File: config.mk
export PLATFORM = sky130hd
export DESIGN_NAME = ringbuf_1ch
export DESIGN_NICKNAME = d
export VERILOG_FILES = /design/src/rtl/ringbuf_1ch.sv
export SDC_FILE = /design/constraint.sdc
export NUM_CORES = 1
export LEC_CHECK = 0
export BUFFER_PORTS_ARGS = -buffer_cell sky130_fd_sc_hd__buf_2
export CORE_UTILIZATION = 44
export DETAILED_ROUTE_END_ITERATION = 6
export MAX_ROUTING_LAYER = met4
export PLACE_DENSITY_LB_ADDON = 0.08
export SYNTH_ARGS = -nofsm -noshare
export SYNTH_HDL_FRONTEND = slang
export SYNTH_SLANG_ARGS = --single-unit
File: constraint.sdc
create_clock -name clk -period 8.41 [get_ports clk]
set_input_delay 0.841 -clock clk [delete_from_list [all_inputs] [get_ports clk]]
set_output_delay 0.841 -clock clk [all_outputs]
set_load 0.02 [all_outputs]
File: src/rtl/ringbuf_1ch.sv
// rtl/ringbuf_1ch.sv - per-channel sample ring buffer with random-access FIR window read
// Optional: define RINGBUF_ZEROFILL_EN to read zero for offsets at or beyond the current level.
module ringbuf_1ch #(
   parameter int WIDTH      = 24,
   parameter int DEPTH      = 64,
   parameter int DEPTH_LOG2 = 6,
   parameter int WINDOW     = 16,
   parameter int OFFSET_W   = 4
) (
   input  logic                  clk,
   input  logic                  rst,
   input  logic                  push_i,
   input  logic [WIDTH-1:0]      data_i,
   output logic                  full_o,
   input  logic                  pop_i,
   input  logic [OFFSET_W-1:0]   offset_i,
   output logic [WIDTH-1:0]      data_o,
   output logic                  window_valid_o,
   output logic [DEPTH_LOG2:0]   level_o,
   output logic                  overflow_o,
   output logic                  underflow_o,
   input  logic                  clr_flags_i
);

   localparam logic [DEPTH_LOG2:0] LEVEL_FULL   = (DEPTH_LOG2+1)'(DEPTH);
   localparam logic [DEPTH_LOG2:0] LEVEL_WINDOW = (DEPTH_LOG2+1)'(WINDOW);

   logic [WIDTH-1:0]      mem [DEPTH];
   logic [DEPTH_LOG2-1:0] wptr_q, wptr_d;
   logic [DEPTH_LOG2-1:0] rptr_q, rptr_d;
   logic [DEPTH_LOG2:0]   level_q, level_d;
   logic                  overflow_q, overflow_d;
   logic                  underflow_q, underflow_d;
   logic                  push_acc, pop_acc;
   logic [DEPTH_LOG2-1:0] rd_addr;

   // A pop frees a slot in the same cycle, so a push at full still lands.
   always_comb begin
      pop_acc  = pop_i && (level_q != '0);
      push_acc = push_i && ((level_q != LEVEL_FULL) || pop_acc);

      wptr_d = wptr_q;
      rptr_d = rptr_q;
      level_d = level_q;
      if (push_acc) wptr_d = wptr_q + DEPTH_LOG2'(1);
      if (pop_acc)  rptr_d = rptr_q + DEPTH_LOG2'(1);
      if (push_acc && !pop_acc) level_d = level_q + (DEPTH_LOG2+1)'(1);
      if (pop_acc && !push_acc) level_d = level_q - (DEPTH_LOG2+1)'(1);

      overflow_d  = overflow_q;
      underflow_d = underflow_q;
      if (clr_flags_i) begin
         overflow_d  = 1'b0;
         underflow_d = 1'b0;
      end
      if (push_i && !push_acc)              overflow_d  = 1'b1;
      if (pop_i && (level_q < LEVEL_WINDOW)) underflow_d = 1'b1;
   end

   always_ff @(posedge clk) begin
      if (rst) begin
         wptr_q      <= '0;
         rptr_q      <= '0;
         level_q     <= '0;
         overflow_q  <= 1'b0;
         underflow_q <= 1'b0;
      end else begin
         wptr_q      <= wptr_d;
         rptr_q      <= rptr_d;
         level_q     <= level_d;
         overflow_q  <= overflow_d;
         underflow_q <= underflow_d;
      end
   end

   always_ff @(posedge clk) begin
      if (push_acc && !rst) mem[wptr_q] <= data_i;
   end

   assign rd_addr = rptr_q + DEPTH_LOG2'(offset_i);

`ifdef RINGBUF_ZEROFILL_EN
   assign data_o = ((DEPTH_LOG2+1)'(offset_i) >= level_q) ? '0 : mem[rd_addr];
`else
   assign data_o = mem[rd_addr];
`endif

   assign full_o         = (level_q == LEVEL_FULL);
   assign window_valid_o = (level_q >= LEVEL_WINDOW);
   assign level_o        = level_q;
   assign overflow_o     = overflow_q;
   assign underflow_o    = underflow_q;

endmodule

==> summary.md, run 1 <==
| Metric | Value |
|---|---|
| Clock buffer depth | `3` |
| Full die area | `between 100000 and 150000 µm²` |
| Maximum VDD drop | `0.246 mV` |
| HP Class | `input pin to flop` |
| Clk_skew | `43.5 ps` |
| P_sw | `6310 µW` |
| Largest net degree at the start of global routing | `about 110` |
| Max Slew Vio Count | `0` |
| Fin. Hold Viols | `0` |
| P per Cell Area | `a little over 300 nW/µm²` |
| Finished Cell Area | `68500 µm²` |
| Syn Nets | `between 3000 and 4000` |
| Logic pwr share | `26.3%` |
| CP Cell Sequence | `ha_4 > fa_4 > buf_12 > mux4_2 > nand2_1 > nand3_1 > nand4_1 > a31oi_1 > buf_2` |
| Synth cell types | `44` |
| Port Buffers | `67` |
| Detailed placement HPWL | `85.3 mm` |
| Footprint of the multi-input gates | `13100 µm²` |
| Worst-path maximum fanout | `62` |
| CTS tree | `yes` |
| DRC Markers | `0` |
| Final min period | `about 6200 ps` |
| Placeable core area | `about 140000 µm²` |
| Synth cell count leaders | `edfxtp_1, nand2_1, mux4_2, nand3_1, clkbuf_1` |
| Pleak | `0.0218 µW` |
| Layout area overhead | `14.1%` |
| Vias/cell | `5.91` |
| Internal Power | `between 15000 and 20000 µW` |
| Seq pwr share | `40.3%` |
| Register bit count reported by yosys | `1557` |
| Starting Density | `44.3%` |
| Number of CTS-inserted buffers | `165` |
| Primary FF master, synth | `edfxtp_1` |
| WS Path Type | `flop to output pin` |
| Met2 wire len | `around 81 mm` |
| Setup crit end kind | `output pin` |
| Ratio of cells with drive above 1 in the final layout | `26.7%` |
| Vias in the first global route | `about 31000` |
| CP startpoint kind | `flop` |
| Mapped Area | `60100 µm²` |
| Final number of setup-violating endpoints | `0` |
| Post-route clock period utilization | `about three quarters` |
| Slew @ Worst Pin | `1230 ps` |
| Critical Path RT | `7570 ps` |
| Io pins | `68` |
| Number of synthesized flops with an enable pin | `1536` |
| Synth area leader | `edfxtp_1` |
| Number of nets in the layout | `3210` |
| Detailed Routing Iterations Pass 1 | `5` |
| Clk_lat worst skew | `approximately 800 ps` |
| M1 WL | `66.3 mm` |
| Total GRT Usage | `24.7%` |
| Cts hold-fix bufs | `0` |
| Post-CTS Setup Bufs | `0` |
| Fmax | `~160 MHz` |
| Warnings from Yosys | `0` |
| Final Worst Setup Slack | `2230 ps` |
| Cells after Synth | `2977` |
| DIE WIDTH | `372 µm` |
| Initial antenna violation count | `6` |
| Final ANT Viol Nets | `0` |
| Sequential Area | `approximately 47000 µm²` |
| Die H | `372 µm` |
| Fin Setup TNS | `0 ps` |
| Slew headroom | `18.1%` |
| Uppermost layer routed | `met4` |
| Clock-pin slew of the registers on the worst-case setup and hold paths | `60 ps` |
| Switching Share | `29.6%` |
| RSZ-0062 raised after global routing | `no` |
| Status | `finished clean` |
| Resize count post-CTS | `0` |
| Syn_area_per_cell | `20.2 µm²` |
| Gpl congestion | `0.766` |
| Sequential area share after synthesis | `77.5%` |
| CP arrival | `approximately 5300 ps` |
| Placed Instance Area | `63300 µm²` |
| Maxcap violations | `0` |
| Rows | `between 100 and 150` |
| Worst stage delay on the critical path | `about 1400 ps` |
| Most frequent cell after synthesis | `edfxtp_1` |
| Routed via count | `between 30000 and 40000` |
| Fraction of registers with async set/reset | `0%` |
| Layout fillers | `10888` |
| Routed WL per cell | `31.7 µm` |
| Clk root buf | `clkbuf_16` |
| Clock sink count | `between 1500 and 2000` |
| GRT overflow | `0` |
| Area share of the largest cell type after synthesis | `76.8%` |
| First-pass GRT wire length | `between 200 and 250 mm` |
| Synth area leaders | `edfxtp_1, mux4_2, nand2_1, nand3_1, dfxtp_1` |
| H-tree Lvls | `4` |
| Worst path slowest cell | `fa_4` |
| Routed length on met3 | `9.07 mm` |
| Clock share of power | `33.4%` |
| Final wirelength | `161 mm` |
| 1st-iter DRT viols | `2815` |
| Pre-CTS setup slack | `around 2500 ps` |
layout make-up:
class,instances,area share [%]
inverter,9,0.0493
multi-input combinational,1249,19.2
antenna,1,0.00365
clock buffer,205,6.31
clock inverter,100,1.41
tap,1781,3.25
sequential,1557,67.9
timing repair buffer,182,1.91
per-stage QoR:
step / hold WS, ps / std cells / utilization [%] / power, µW
final: 339 / 5084 / 50.6 / 21400
after global routing: 314 / 5083 / 50.6 / 22200
after CTS: 278 / 5083 / 50.6 / 21600
after detailed placement: 462 / 4778 / 46.7 / 14500
after global placement: 451 / 4778 / 46.7 / 14500
after floorplan: 498 / 2977 / - / 12700
metal layers:
layer	vias up	GRT usage (%)
li1	12486	-
met1	16270	32.5
met2	1002	40.1
met3	267	3.70
met4	0	7.53
met5	-	-
cells in the final DEF, fill, tap and decap left out, types with 3 or more instances in the layout:
master and n:
edfxtp_1 1536, nand2_1 392, mux4_2 384, nand3_1 240, clkbuf_16 167, buf_4 106
buf_2 67, nor2_2 56, clkbuf_1 38, clkinv_1 35, clkinv_2 34, nand4_1 29
a31oi_1 24, nor2_1 23, dfxtp_1 21, bufinv_16 14, a21oi_1 11, ha_1 10
inv_1 9, buf_12 9, nor2_4 8, xnor2_1 8, mux2i_1 7, xor2_1 7
nor2b_1 5, and3_1 4, inv_6 4, clkinv_8 4, inv_16 4, a21o_1 3
xor2_4 3, xnor2_4 3, nand3b_1 3, clkinvlp_4 3
cell families after synthesis:
group | synth area share [%]
flops | 77.5
simple gates | 5.60
mux | 14.5
buf+inv | 1.20
compound gates | 0.519
xor+xnor | 0.371
fa+ha+maj | 0.296
worst max-delay path, delay by kind of cell, from the launching register on:
kind | cells | cell delay, ps
adders and majority gates | 2 | 1620
and+or+nand+nor | 3 | 720
buffers and inverters | 2 | 670
AOI/OAI and AO/OA | 1 | 630
DFF | 1 | 370
muxes | 1 | 300
power groups by stage:
| stage | clock network [µW] | logic [µW] | registers, µW |
|---|---|---|---|
| after floorplan | 0 | 3890 | 8780 |
| after global placement | 0 | 5700 | 8770 |
| after detailed placement | 0 | 5720 | 8770 |
| after CTS | 7270 | 5740 | 8610 |
| after global routing | 7550 | 6030 | 8610 |
| final | 7140 | 5620 | 8610 |
worst paths after layout:
| path | cells after the start | end | start | slack (ps) |
|---|---|---|---|---|
| max | 9 | data_o[1] | rptr_q[0] | 2230 |
| min | 3 | overflow_o | clr_flags_i | 340 |
| max reg2reg | 8 | mem[27][1] | level_o[0] | 4440 |
| min reg2reg | 2 | overflow_o | overflow_o | 480 |
state kept, by name, summed over array words and instances, names as in the netlist:
signal,flops
wptr_q,6
rptr_q,6
overflow_o,1
level_o,7
underflow_o,1
mem,1536
(Power assumes the default switching activity.)
==> inputs of run 2 (changes only) <==
--- a/config.mk
+++ b/config.mk
@@ -5,6 +5,7 @@
 export SDC_FILE = /design/constraint.sdc
 export NUM_CORES = 1
 export LEC_CHECK = 0
+export ABC_AREA = 1
 export BUFFER_PORTS_ARGS = -buffer_cell sky130_fd_sc_hd__buf_2
 export CORE_UTILIZATION = 44
 export DETAILED_ROUTE_END_ITERATION = 6
==> constraint.sdc (replaced) <==
create_clock -name clk -period 5.8 [get_ports clk]
set_input_delay 0.58 -clock clk [delete_from_list [all_inputs] [get_ports clk]]
set_output_delay 0.58 -clock clk [all_outputs]
set_load 0.02 [all_outputs]
==> run 2 against run 1 <==
Synthesized area rose by 12%. Highest routed layer unchanged. Critical path depth rose by 3. Core utilization fell by 0.81 points. Count of clock-buffer cells in the layout rose by 17. Global-route usage rose by 2.1 points. Worst setup slack got worse by 1800 ps. Largest power group unchanged. Synthesized cell count rose by 120%. Clock power rose by 43%.
==> summary.md, run 2 <==
| Metric | Value |
|---|---|
| Placeable core area | `~150000 µm²` |
| GRT met2 Usage | `40.0%` |
| Layout fillers | `13783` |
| Met1 GRT Util | `between 30% and 40%` |
| Synth cell count leaders | `nand2_1, edfxtp_1, nand3_1, inv_1, nor2_1` |
| Ratio of cells with drive above 1 in the final layout | `7.84%` |
| Final number of setup-violating endpoints | `0` |
| DIE WIDTH | `slightly below 400 µm` |
| Final min period | `about 5400 ps` |
| 1st-iter DRT viols | `roughly 4500` |
| RSZ-0062 raised after global routing | `no` |
| Resize count post-CTS | `0` |
| Setup crit end kind | `output pin` |
| Worst stage delay on the critical path | `between 800 and 900 ps` |
| Slew headroom | `around a fifth` |
| Largest register FFs | `approximately 1500` |
| Layout area overhead | `12.3%` |
| Fmax | `187 MHz` |
| Max Slew Vio Count | `0` |
| Clock sink count | `roughly 1600` |
| Mapped Area | `67400 µm²` |
| Number of CTS-inserted buffers | `170` |
| Worst-path maximum fanout | `46` |
| Routed WL per cell | `between 20 and 25 µm` |
| Port Buffers | `67` |
| Worst path depth | `12` |
| Clk root buf | `clkbuf_16` |
| Pleak | `between 0.03 and 0.04 µW` |
| Final ANT Viol Nets | `0` |
| H-tree Lvls | `4` |
| CP startpoint kind | `flop` |
| Detailed placement HPWL | `112 mm` |
| Syn Nets | `6551` |
| Clk_lat worst skew | `800 ps` |
| Number of synthesized flops with an enable pin | `1536` |
| Cts hold-fix bufs | `1` |
| Status | `finished clean` |
| Register bit count reported by yosys | `1557` |
| Most frequent cell after synthesis | `nand2_1` |
| P per Cell Area | `402 nW/µm²` |
| Post-CTS Setup Bufs | `0` |
| Clock-pin slew of the registers on the worst-case setup and hold paths | `60 ps` |
| CP arrival | `4770 ps` |
| Fraction of registers with async set/reset | `0%` |
| Grt met3 use | `4.74%` |
| Vias in the first global route | `42631` |
| Fin Setup TNS | `0 ps` |
| Synth cell types | `30` |
| Sequential area share after synthesis | `69.0%` |
| Gpl congestion | `between 0.8 and 0.9` |
| Maximum VDD drop | `roughly 0.30 mV` |
| Top cell family by delay on the critical path | `simple AND/OR/NAND/NOR gates` |
| Finished Cell Area | `~76000 µm²` |
| Most frequent cells in the layout | `nand2_1, edfxtp_1, nand3_1, inv_1, nor2_1` |
| Maxcap violations | `0` |
| Full die area | `about 150000 µm²` |
| Synth area leader | `edfxtp_1` |
| Cells after Synth | `around 6500` |
| R2R cell count | `9` |
| Number of nets in the layout | `roughly 6600` |
| Warnings from Yosys | `0` |
| Total GRT Usage | `between 20% and 30%` |
| Rows | `143` |
| GRT overflow | `0` |
| Post-route clock period utilization | `between 90 and 100%` |
| Largest net degree at the start of global routing | `153` |
| Final wirelength | `about 200 mm` |
| First-pass GRT wire length | `just under 300 mm` |
| Clk_skew | `21.8 ps` |
| Routed via count | `roughly 45000` |
| Vias/cell | `5.18` |
| Initial antenna violation count | `10` |
| Synth area leaders | `edfxtp_1, nand2_1, nand3_1, inv_1, buf_2` |
| Commonest non-fill, non-tap cell in the layout | `nand2_1` |
| Slew @ Worst Pin | `1200 ps` |
| Fin. Hold Viols | `0` |
| Die H | `393 µm` |
| Starting Density | `44.3%` |
| Hold Crit Depth | `3` |
| Worst path slowest cell | `fa_4` |
| Detailed Routing Iterations Pass 1 | `6` |
| Placed Instance Area | `70600 µm²` |
| HP Class | `input pin to flop` |
| Syn_area_per_cell | `10.4 µm²` |
| CP Cell Sequence | `ha_4 > fa_4 > inv_8 > buf_12 > buf_4 > nand3_1 > nand3_1 > nand3_1 > nand3_1 > nand3_1 > nand2_1 > buf_2` |
| Clock buffer depth | `3` |
| WS Path Type | `flop to output pin` |
| DRC Markers | `0` |
| Critical Path RT | `5220 ps` |
| Area share of the largest cell type after synthesis | `68.4%` |
| Primary FF master, synth | `edfxtp_1` |
| Register bank with the most flops | `mem` |
| Io pins | `68` |
| GR peak layer | `met2` |
| Buf/Inv on CP | `4` |
| CTS tree | `yes` |
| Most used cell, CP | `nand3_1` |
| Final Power | `slightly above 30000 µW` |
[run 2: cell types whose count changed after synthesis, sizes merged, moves of 5 or more]
cell    change
o21ai     +170
nand2    +1593
buf       +203
nor2b       -5
mux2i       -7
nand4      -21
inv      +1055
nor2      +163
a31oi      -23
xnor2      -10
clkbuf     -28
a21oi       +5
mux4      -384
nand3     +839
[run 2: report_power, final]
group / total (µW) / internal, µW / switching, µW / leakage [µW]
Clock: 10200 / 5790 / 4410 / 0.00250
Sequential: 12400 / 12400 / 32.3 / 0.0140
Combinational: 7780 / 2120 / 5660 / 0.0149
[run 2: logic make-up after synthesis]
family / count (synthesis) / synth area share, %
buffers and inverters: 1401 / 8.51
adder cells (fa/ha/maj): 13 / 0.264
XOR/XNOR: 9 / 0.117
flip-flops: 1557 / 69.0
AND/OR/NAND/NOR: 3336 / 20.7
AO/OA/AOI/OAI: 189 / 1.42
[run 2: path summary, 6_finish.rpt]
check	slack, ps	end	startpoint
hold / removal	90	overflow_o	push_i
hold reg to reg	470	overflow_o	overflow_o
setup / recovery	450	data_o[4]	rptr_q[0]
setup reg to reg	2220	mem[34][13]	level_o[0]
[run 2: per-stage QoR]
step	util [%]	setup WS, ps	cells	hold slack [ps]
after global placement	46.4	1070	8434	450
after detailed placement	46.4	1070	8434	463
after global routing	49.8	304	8738	72.8
after CTS	49.8	465	8737	35.1
after floorplan	-	2390	6505	462
final	49.8	446	8739	92.1
[run 2: cell type report]
type | count | area, µm² | area share [%]
clock buffers | 222 | 4580 | 6.04
well taps | 2030 | 2540 | 3.35
flip-flops and latches | 1557 | 46500 | 61.5
diodes | 2 | 5.00 | 0.00661
multi-input cells | 3547 | 15400 | 20.3
clock inverters | 80 | 554 | 0.732
inverters | 1064 | 4010 | 5.30
repair buffers | 237 | 2100 | 2.78
[run 2: worst register-to-register path, stage by stage, from the launching register on]
cell and delay, ps:
dfxtp_1 380, inv_1 110, nand3_1 150, nor2_1 80
nand3b_1 90, nand2_2 170, nor2_1 310, nand4_1 850
nor2_2 690, buf_4 390
[run 2: metal layers]
| layer | up-vias | part of all wire, % |
|---|---|---|
| met1 | 22004 | 44 |
| met4 | 0 | 3.7 |
| li1 | 21362 | - |
| met3 | 351 | 7.8 |
| met5 | - | 0 |
| met2 | 1575 | 45 |
